**src/rtl/code_seq_gen.sv**
```systemverilog
// 3-bit select-code sequencer for the one-hot decoder: prescaled stepping with
// up/down wrap counting, ping-pong sweep, pause and synchronous preload.
//
// state  | meaning
// S_UP   | ping-pong sweep is ascending toward 7
// S_DOWN | ping-pong sweep is descending toward 0
module code_seq_gen #(
  parameter int TICK_DIV = 4
) (
  input  logic       sys_clk,
  input  logic       sys_rst,
  input  logic       en,
  input  logic       dir,
  input  logic       mode,
  input  logic       load,
  input  logic [2:0] load_val,
  output logic       out1,
  output logic       out2,
  output logic       out3,
  output logic       step_pulse,
  output logic       wrap_flag
);

  localparam int CW = (TICK_DIV > 1) ? $clog2(TICK_DIV) : 1;
  localparam logic [CW-1:0] PRE_MAX = CW'(TICK_DIV - 1);

  typedef enum logic {
    S_UP   = 1'b0,
    S_DOWN = 1'b1
  } state_t;

  state_t          state_q, state_d;
  logic [2:0]      code_q, code_d;
  logic [CW-1:0]   pre_q, pre_d;
  logic            step_q, step_d;
  logic            wrap_q, wrap_d;
  logic            tick;

  // Load outranks the tick, so a tick only counts when no preload is pending.
  assign tick = en && !load && (pre_q == PRE_MAX);

  always_ff @(posedge sys_clk) begin
    if (sys_rst) begin
      state_q <= S_UP;
      code_q  <= 3'b000;
      pre_q   <= '0;
      step_q  <= 1'b0;
      wrap_q  <= 1'b0;
    end else begin
      state_q <= state_d;
      code_q  <= code_d;
      pre_q   <= pre_d;
      step_q  <= step_d;
      wrap_q  <= wrap_d;
    end
  end

  always_comb begin
    state_d = state_q;
    code_d  = code_q;
    pre_d   = pre_q;
    step_d  = 1'b0;
    wrap_d  = 1'b0;

    if (load) begin
      code_d = load_val;
      pre_d  = '0;
      if (load_val == 3'd0) begin
        state_d = S_UP;
      end else if (load_val == 3'd7) begin
        state_d = S_DOWN;
      end
    end else if (tick) begin
      pre_d  = '0;
      step_d = 1'b1;
      if (!mode) begin
        // Wrap mode leaves the sweep direction untouched.
        if (!dir) begin
          code_d = code_q + 3'd1;
          wrap_d = (code_q == 3'd7);
        end else begin
          code_d = code_q - 3'd1;
          wrap_d = (code_q == 3'd0);
        end
      end else begin
        unique case (state_q)
          S_UP: begin
            if (code_q == 3'd7) begin
              code_d  = 3'd6;
              state_d = S_DOWN;
              wrap_d  = 1'b1;
            end else begin
              code_d = code_q + 3'd1;
            end
          end
          S_DOWN: begin
            if (code_q == 3'd0) begin
              code_d  = 3'd1;
              state_d = S_UP;
              wrap_d  = 1'b1;
            end else begin
              code_d = code_q - 3'd1;
            end
          end
          default: begin
            state_d = S_UP;
          end
        endcase
      end
    end else if (en) begin
      pre_d = pre_q + CW'(1);
    end
  end

  assign out1       = code_q[2];
  assign out2       = code_q[1];
  assign out3       = code_q[0];
  assign step_pulse = step_q;
  assign wrap_flag  = wrap_q;

endmodule
```
**config.mk**
```make
export PLATFORM = sky130hd
export DESIGN_NAME = code_seq_gen
export DESIGN_NICKNAME = d
export VERILOG_FILES = /design/src/rtl/code_seq_gen.sv
export SDC_FILE = /design/constraint.sdc
export NUM_CORES = 1
export LEC_CHECK = 0
export ABC_AREA = 1
export CAP_MARGIN = 20
export CORE_MARGIN = 2
export CORE_UTILIZATION = 48
export DETAILED_ROUTE_END_ITERATION = 16
export GPL_TIMING_DRIVEN = 0
export PLACE_DENSITY = 0.77
export RECOVER_POWER = 50
export SYNTH_ARGS = -nofsm -noshare
export SYNTH_HDL_FRONTEND = slang
export SYNTH_SLANG_ARGS = --single-unit
```
**constraint.sdc**
```tcl
create_clock -name sys_clk -period 1.5 [get_ports sys_clk]
set_input_delay 0.3 -clock sys_clk [delete_from_list [all_inputs] [get_ports sys_clk]]
set_output_delay 0.3 -clock sys_clk [all_outputs]
set_load 0.05 [all_outputs]
```
Word level (Yosys, flattened, before mapping)
Cells that the tools add are included.
Widths: inputs -> output; s select.
{"block": "op_classes", "add_sub_neg": 3, "muxes": 20, "reduce_logical": 11, "bitwise": 2, "eq_ne": 4, "div": 0, "order_cmp": 0, "n_mul": 0, "n_shift": 0}
{"op": "$mux 3", "n": 6}
{"op": "$mux 1", "n": 11}
{"op": "$eq 3x3->1 const B", "n": 2}
{"op": "$logic_not 3->1", "n": 2}
{"op": "$pmux 3 s2", "n": 1}
{"op": "$reduce_or 3->1", "n": 2}
{"op": "$pmux 1 s2", "n": 2}
{"op": "$reduce_bool 2->1", "n": 2}
{"op": "$add 3x1->3 const B", "n": 1}
{"op": "$ne 3x1->1 const B", "n": 1}
{"op": "$reduce_and 3->1", "n": 1}
{"op": "$sub 3x1->3 const B", "n": 1}
{"op": "$add 2x1->2 const B", "n": 1}
{"op": "$eq 2x2->1 const B", "n": 1}
{"op": "$logic_and 1x1->1", "n": 2}
{"op": "$not 1->1", "n": 2}
{"op": "$reduce_or 2->1", "n": 1}
{"op": "$logic_not 1->1", "n": 1}
{"block": "totals", "in_bits": 9, "out_inout_bits": 5, "register_bits": 8, "ram_bits": 0, "memories": 0, "latch_bits": 0, "rom_bits": 0}

Logic depth before layout (Yosys ltp)
Gate-level depths: netlist (run 1).
{"block": "depth", "ltp_word": 6, "ltp_mapped": 9, "depth_no_buf": 9}

Worst setup path after synthesis (run 1)
Ideal clock, no wire load.
{"block": "synth_path", "kind": "reg-to-reg", "startpoint": "reg code_q[0]", "endpoint": "reg code_q[2]", "setup_slack_ns": -0.125, "path_stages_with_launch": 8, "arrival_ns": 1.505, "period_less_slack_ns": 1.625, "path_buffers": 0, "t_required_ns": 1.380, "cell_sequence": "dfxtp_1 > ha_1 > inv_1 > ha_1 > nor2_1 > nor2_1 > a21oi_1 > a21oi_1"}
{"block": "synth_between", "elab_chain_len": 6, "word_cells_on_any_way": 11, "classes_between": "add/sub: 2; eq/ne: 1; mux: 7; reduce/logical: 1"}
{"item": "from (decl)", "line_no": "33", "text": "logic [2:0] code_q, code_d;"}
{"item": "from (signal assigned)", "line_no": "51", "text": "code_q <= code_d;"}
{"item": "$sub 3x1->3 (tied with other cells)", "line_no": "82, 102"}
{"item": "$mux 3, on equally long branches", "line_no": "97, 88"}
{"item": "$pmux 3 s2", "line_no": "86", "text": "unique case (state_q)"}
{"item": "$mux 3 *", "line_no": "76", "text": "if (!mode) begin"}
{"item": "$mux 3 *", "line_no": "73", "text": "end else if (tick) begin"}
{"item": "$mux 3 *", "line_no": "65", "text": "if (load) begin"}
Every way passes the cells marked *; elsewhere a longest branch is shown, timed or not. The select of a mux whose other input is x is not followed.
A chain may end at the register's enable or synchronous reset.

Worst setup path after layout (run 1)
{"block": "layout_path", "startpoint": "reg code_q[2]", "endpoint": "out out1"}
{"item": "to (decl)", "line_no": "17", "text": "output logic out1,"}
No word-level cell between the ends.

==> impl_results.md, run 1 <==
- Total leakage power: 0.4064 nW
- Fraction of layout instances using a drive strength above 1: 11.61%
- Count of flip-flops with a built-in enable after synthesis: 0
- Final worst path period share: 96.36%
- Die Y-Extent: 40.18 um
- Master cell of the clock root buffer: sky130_fd_sc_hd__clkbuf_4
- ANT cells: 0
- Clock buffers created by TritonCTS: 3
- Upper clock frequency limit: 691.8 MHz
- Area share of the largest cell type after synthesis: 25.50%
- Number of ports placed on the die boundary: 14
- Minimum hold slack: 0.3625 ns
- Row cnt: 13
- Accumulated negative setup slack: 0 ns
- Number of buffer and inverter stages on the critical path: 1
- Residual DRC: 0
- Mapped Area: 628.1 sq um
- Warnings from Yosys: 0
- Final hold violation count: 0
- Final GP Congestion: 0.8306
- Post-synthesis to final-layout area growth: 23.90%
- RSZ-0062 raised after global routing: false
- Detailed route wirelength on metal2: 696 um
- Slew at the pin closest to its max-slew limit: 0.4912 ns
- Number of cells on the critical path: 1
- Post-DRT Antenna Nets: 0
- Average wire length per cell after detail routing: 11.16 um
- Number of pins exceeding their max-slew limit in the final report: 0
- Drt initial violations: 19
- Critical Path Sink Type: output pin
- Clock Pin Slew Worst Setup and Hold Paths: 0.06 ns
- Synthesized netlist net count: 112
- Number of library cell types mapped by synthesis: 21
- Async SR Flop Fraction: 0%
- Initial core utilization: 50.15%
- Type of the worst setup path: reg -> out
- Uppermost layer routed: met4
- Quantity of I/O buffers inserted on ports: 12
- Level count of the clock H-tree: 1
- CP cell instances: clkdlybuf4s15_1
- Clock tree from TritonCTS: yes
- Worst IR drop on VDD: 0.4169 mV
- Crit start category: register
- Top_reg_cell synth: sky130_fd_sc_hd__dfxtp_1
- Final Skew: 0.01089 ns
- Required @ worst endpoint: 1.20 ns
- Number of vias after detailed routing: 651
- Ranking of synthesized cells by instance count: sky130_fd_sc_hd__nand2_1, sky130_fd_sc_hd__nor2_1, sky130_fd_sc_hd__inv_1
- Synth top area cells: sky130_fd_sc_hd__dfxtp_1, sky130_fd_sc_hd__ha_1, sky130_fd_sc_hd__nand2_1
- Drt via density: 5.126
- Share of synthesized area occupied by flip-flops and latches: 25.50%
- Period minus WS final: 1.445 ns
- Hold path depth: 4
- Die footprint: 1614 sq um
- Largest net degree at the start of global routing: 9
- Longest Clk Path Bufs: 2
- Total of endpoints with negative setup slack in the final report: 0
- Cell accounting for the most synthesized area: sky130_fd_sc_hd__dfxtp_1
- Post-CTS Repair Setup Buffers: 0
- Post-synthesis cell count: 97
- Tot Pwr: 571.9 uW
- Total gr overflow: 0
- Flops & latches, synth: 8
- Overall global routing resource usage: 22.06%
- Core region area: 1252 sq um
- Outcome: finished clean
- Stage delay of the slowest cell on the critical path: 0.51 ns
- Arrival time at the worst endpoint: 1.15 ns
- Met1 routed wirelength after detailed routing: 624 um
- Worst min-delay path category: in -> reg
- Later-pin clock latency in the skew report: 0.26 ns
- Depth of the worst register-to-register path: 7
- Vias in the first global route: 573
- Mean cell area of the mapped netlist: 6.475 sq um
- Detailed-routing iteration count for the pre-antenna-repair pass: 4
- Half-perimeter wire length after placement: 1126 um
- Final nets: 129
- Initial antenna violation count: 0
- Dominant delay contributor by cell family on the critical path: buffers and inverters
- Total met3 wirelength after detailed routing: 92 um
- Hold buffers post-CTS: 0
- Finished Cell Area: 778.2 sq um
- Highest-delay cell along the critical path: sky130_fd_sc_hd__clkdlybuf4s15_1
- Slew HR: 67.38%
- Total placed instance area: 770.7 sq um
- Die Wd: 40.18 um
- Detailed-route wire length: 1417 um
- Global-route wire length before repair: 2346 um
- Power density of the placed cells: 734.9 nW/um^2
- Maximum fanout along the worst path: 6
- Sinks on the clock net: 8
- Max-cap violations: 0
- Most instantiated library cell after synthesis: sky130_fd_sc_hd__nand2_1
-- routing by layer --
layer / track usage [%] / vias up
li1: - / 335
met2: 39.92 / 23
met3: 5.000 / 2
met4: 7.500 / 0
met5: 0 / -
met1: 25.08 / 291
-- registers in the layout, summed over array words and instances (netlist names) --
signal,count
code_q,3
wrap_flag,1
state_q,1
pre_q,2
step_pulse,1
-- layout make-up --
type / instances / area (sq um)
fill: 134 / 474.2
multi-input combinational: 71 / 380.4
sequential: 8 / 163.9
timing repair buffer: 12 / 115.1
inverter: 17 / 66.31
clock buffer: 3 / 22.52
tap: 15 / 18.77
buffer: 1 / 11.26
-- worst paths after layout --
kind                  start         end  slack, ns
hold reg to reg    pre_q[1]    pre_q[1]       0.51
hold / removal         load  step_pulse       0.36
setup reg to reg  code_q[1]   code_q[2]       0.13
setup / recovery  code_q[2]        out1       0.05
-- layout by cell type (no fill, tap or decap), drive strengths merged --
cell           count
inv               17
nand2             22
dlygate4sd3        1
clkdlybuf4s50      6
or2                1
clkdlybuf4s15      1
nor2              18
a31oi              1
ha                 6
nand3             10
dlygate4sd2        4
mux2i              1
xnor2              1
dfxtp              8
o21ai              5
a21oi              6
buf                1
clkbuf             3
-- tightest hold or removal path: stages --
cell                      delay (ns)
sky130_fd_sc_hd__buf_6          0.12
sky130_fd_sc_hd__nor2_4         0.05
sky130_fd_sc_hd__nand2_1        0.08
sky130_fd_sc_hd__inv_1          0.04
-- repair_timing --
action / in CTS / in global routing
setup endpoints to repair: 5 / 1
gates resized for setup: 5 / 1
cloned: 0 / 0
endpoints found under the hold margin: 0 / 0
-- logic make-up (layout without fill, tap and decap cells) --
logic type      after synthesis  after routing  synth area share, %
simple gates                 51             51                36.85
buf+inv                      18             33                12.35
compound gates               12             12                10.36
flops                         8              8                25.50
fa+ha+maj                     6              6                11.95
xor+xnor                      1              1                1.395
mux                           1              1                1.594
-- metrics by stage --
step	std cells	worst slack [ns]	utilization, %
finish	127	0.05458	62.14
CTS	127	0.03009	62.84
global route	127	0.001641	62.14
floorplan	97	0.06233	-
detailed placement	124	0.03238	61.54
global placement	124	0.03640	61.54
-- power by group --
part           total (mW)  internal (mW)  switching (mW)  leakage, nW
clock network       0.174         0.0921          0.0818       0.0138
logic               0.165         0.0639           0.101        0.326
registers           0.233          0.223         0.00989       0.0664
total               0.572          0.379           0.192        0.406
No activity file was read; power rests on OpenSTA's default activity.
==> inputs of run 2 (changes only) <==
--- a/config.mk
+++ b/config.mk
@@ -16,3 +16,4 @@
 export SYNTH_ARGS = -nofsm -noshare
 export SYNTH_HDL_FRONTEND = slang
 export SYNTH_SLANG_ARGS = --single-unit
+export TNS_END_PERCENT = 50
==> results of run 2 <==
No change in the layout: final DEF, timing and power equal those of run 1.
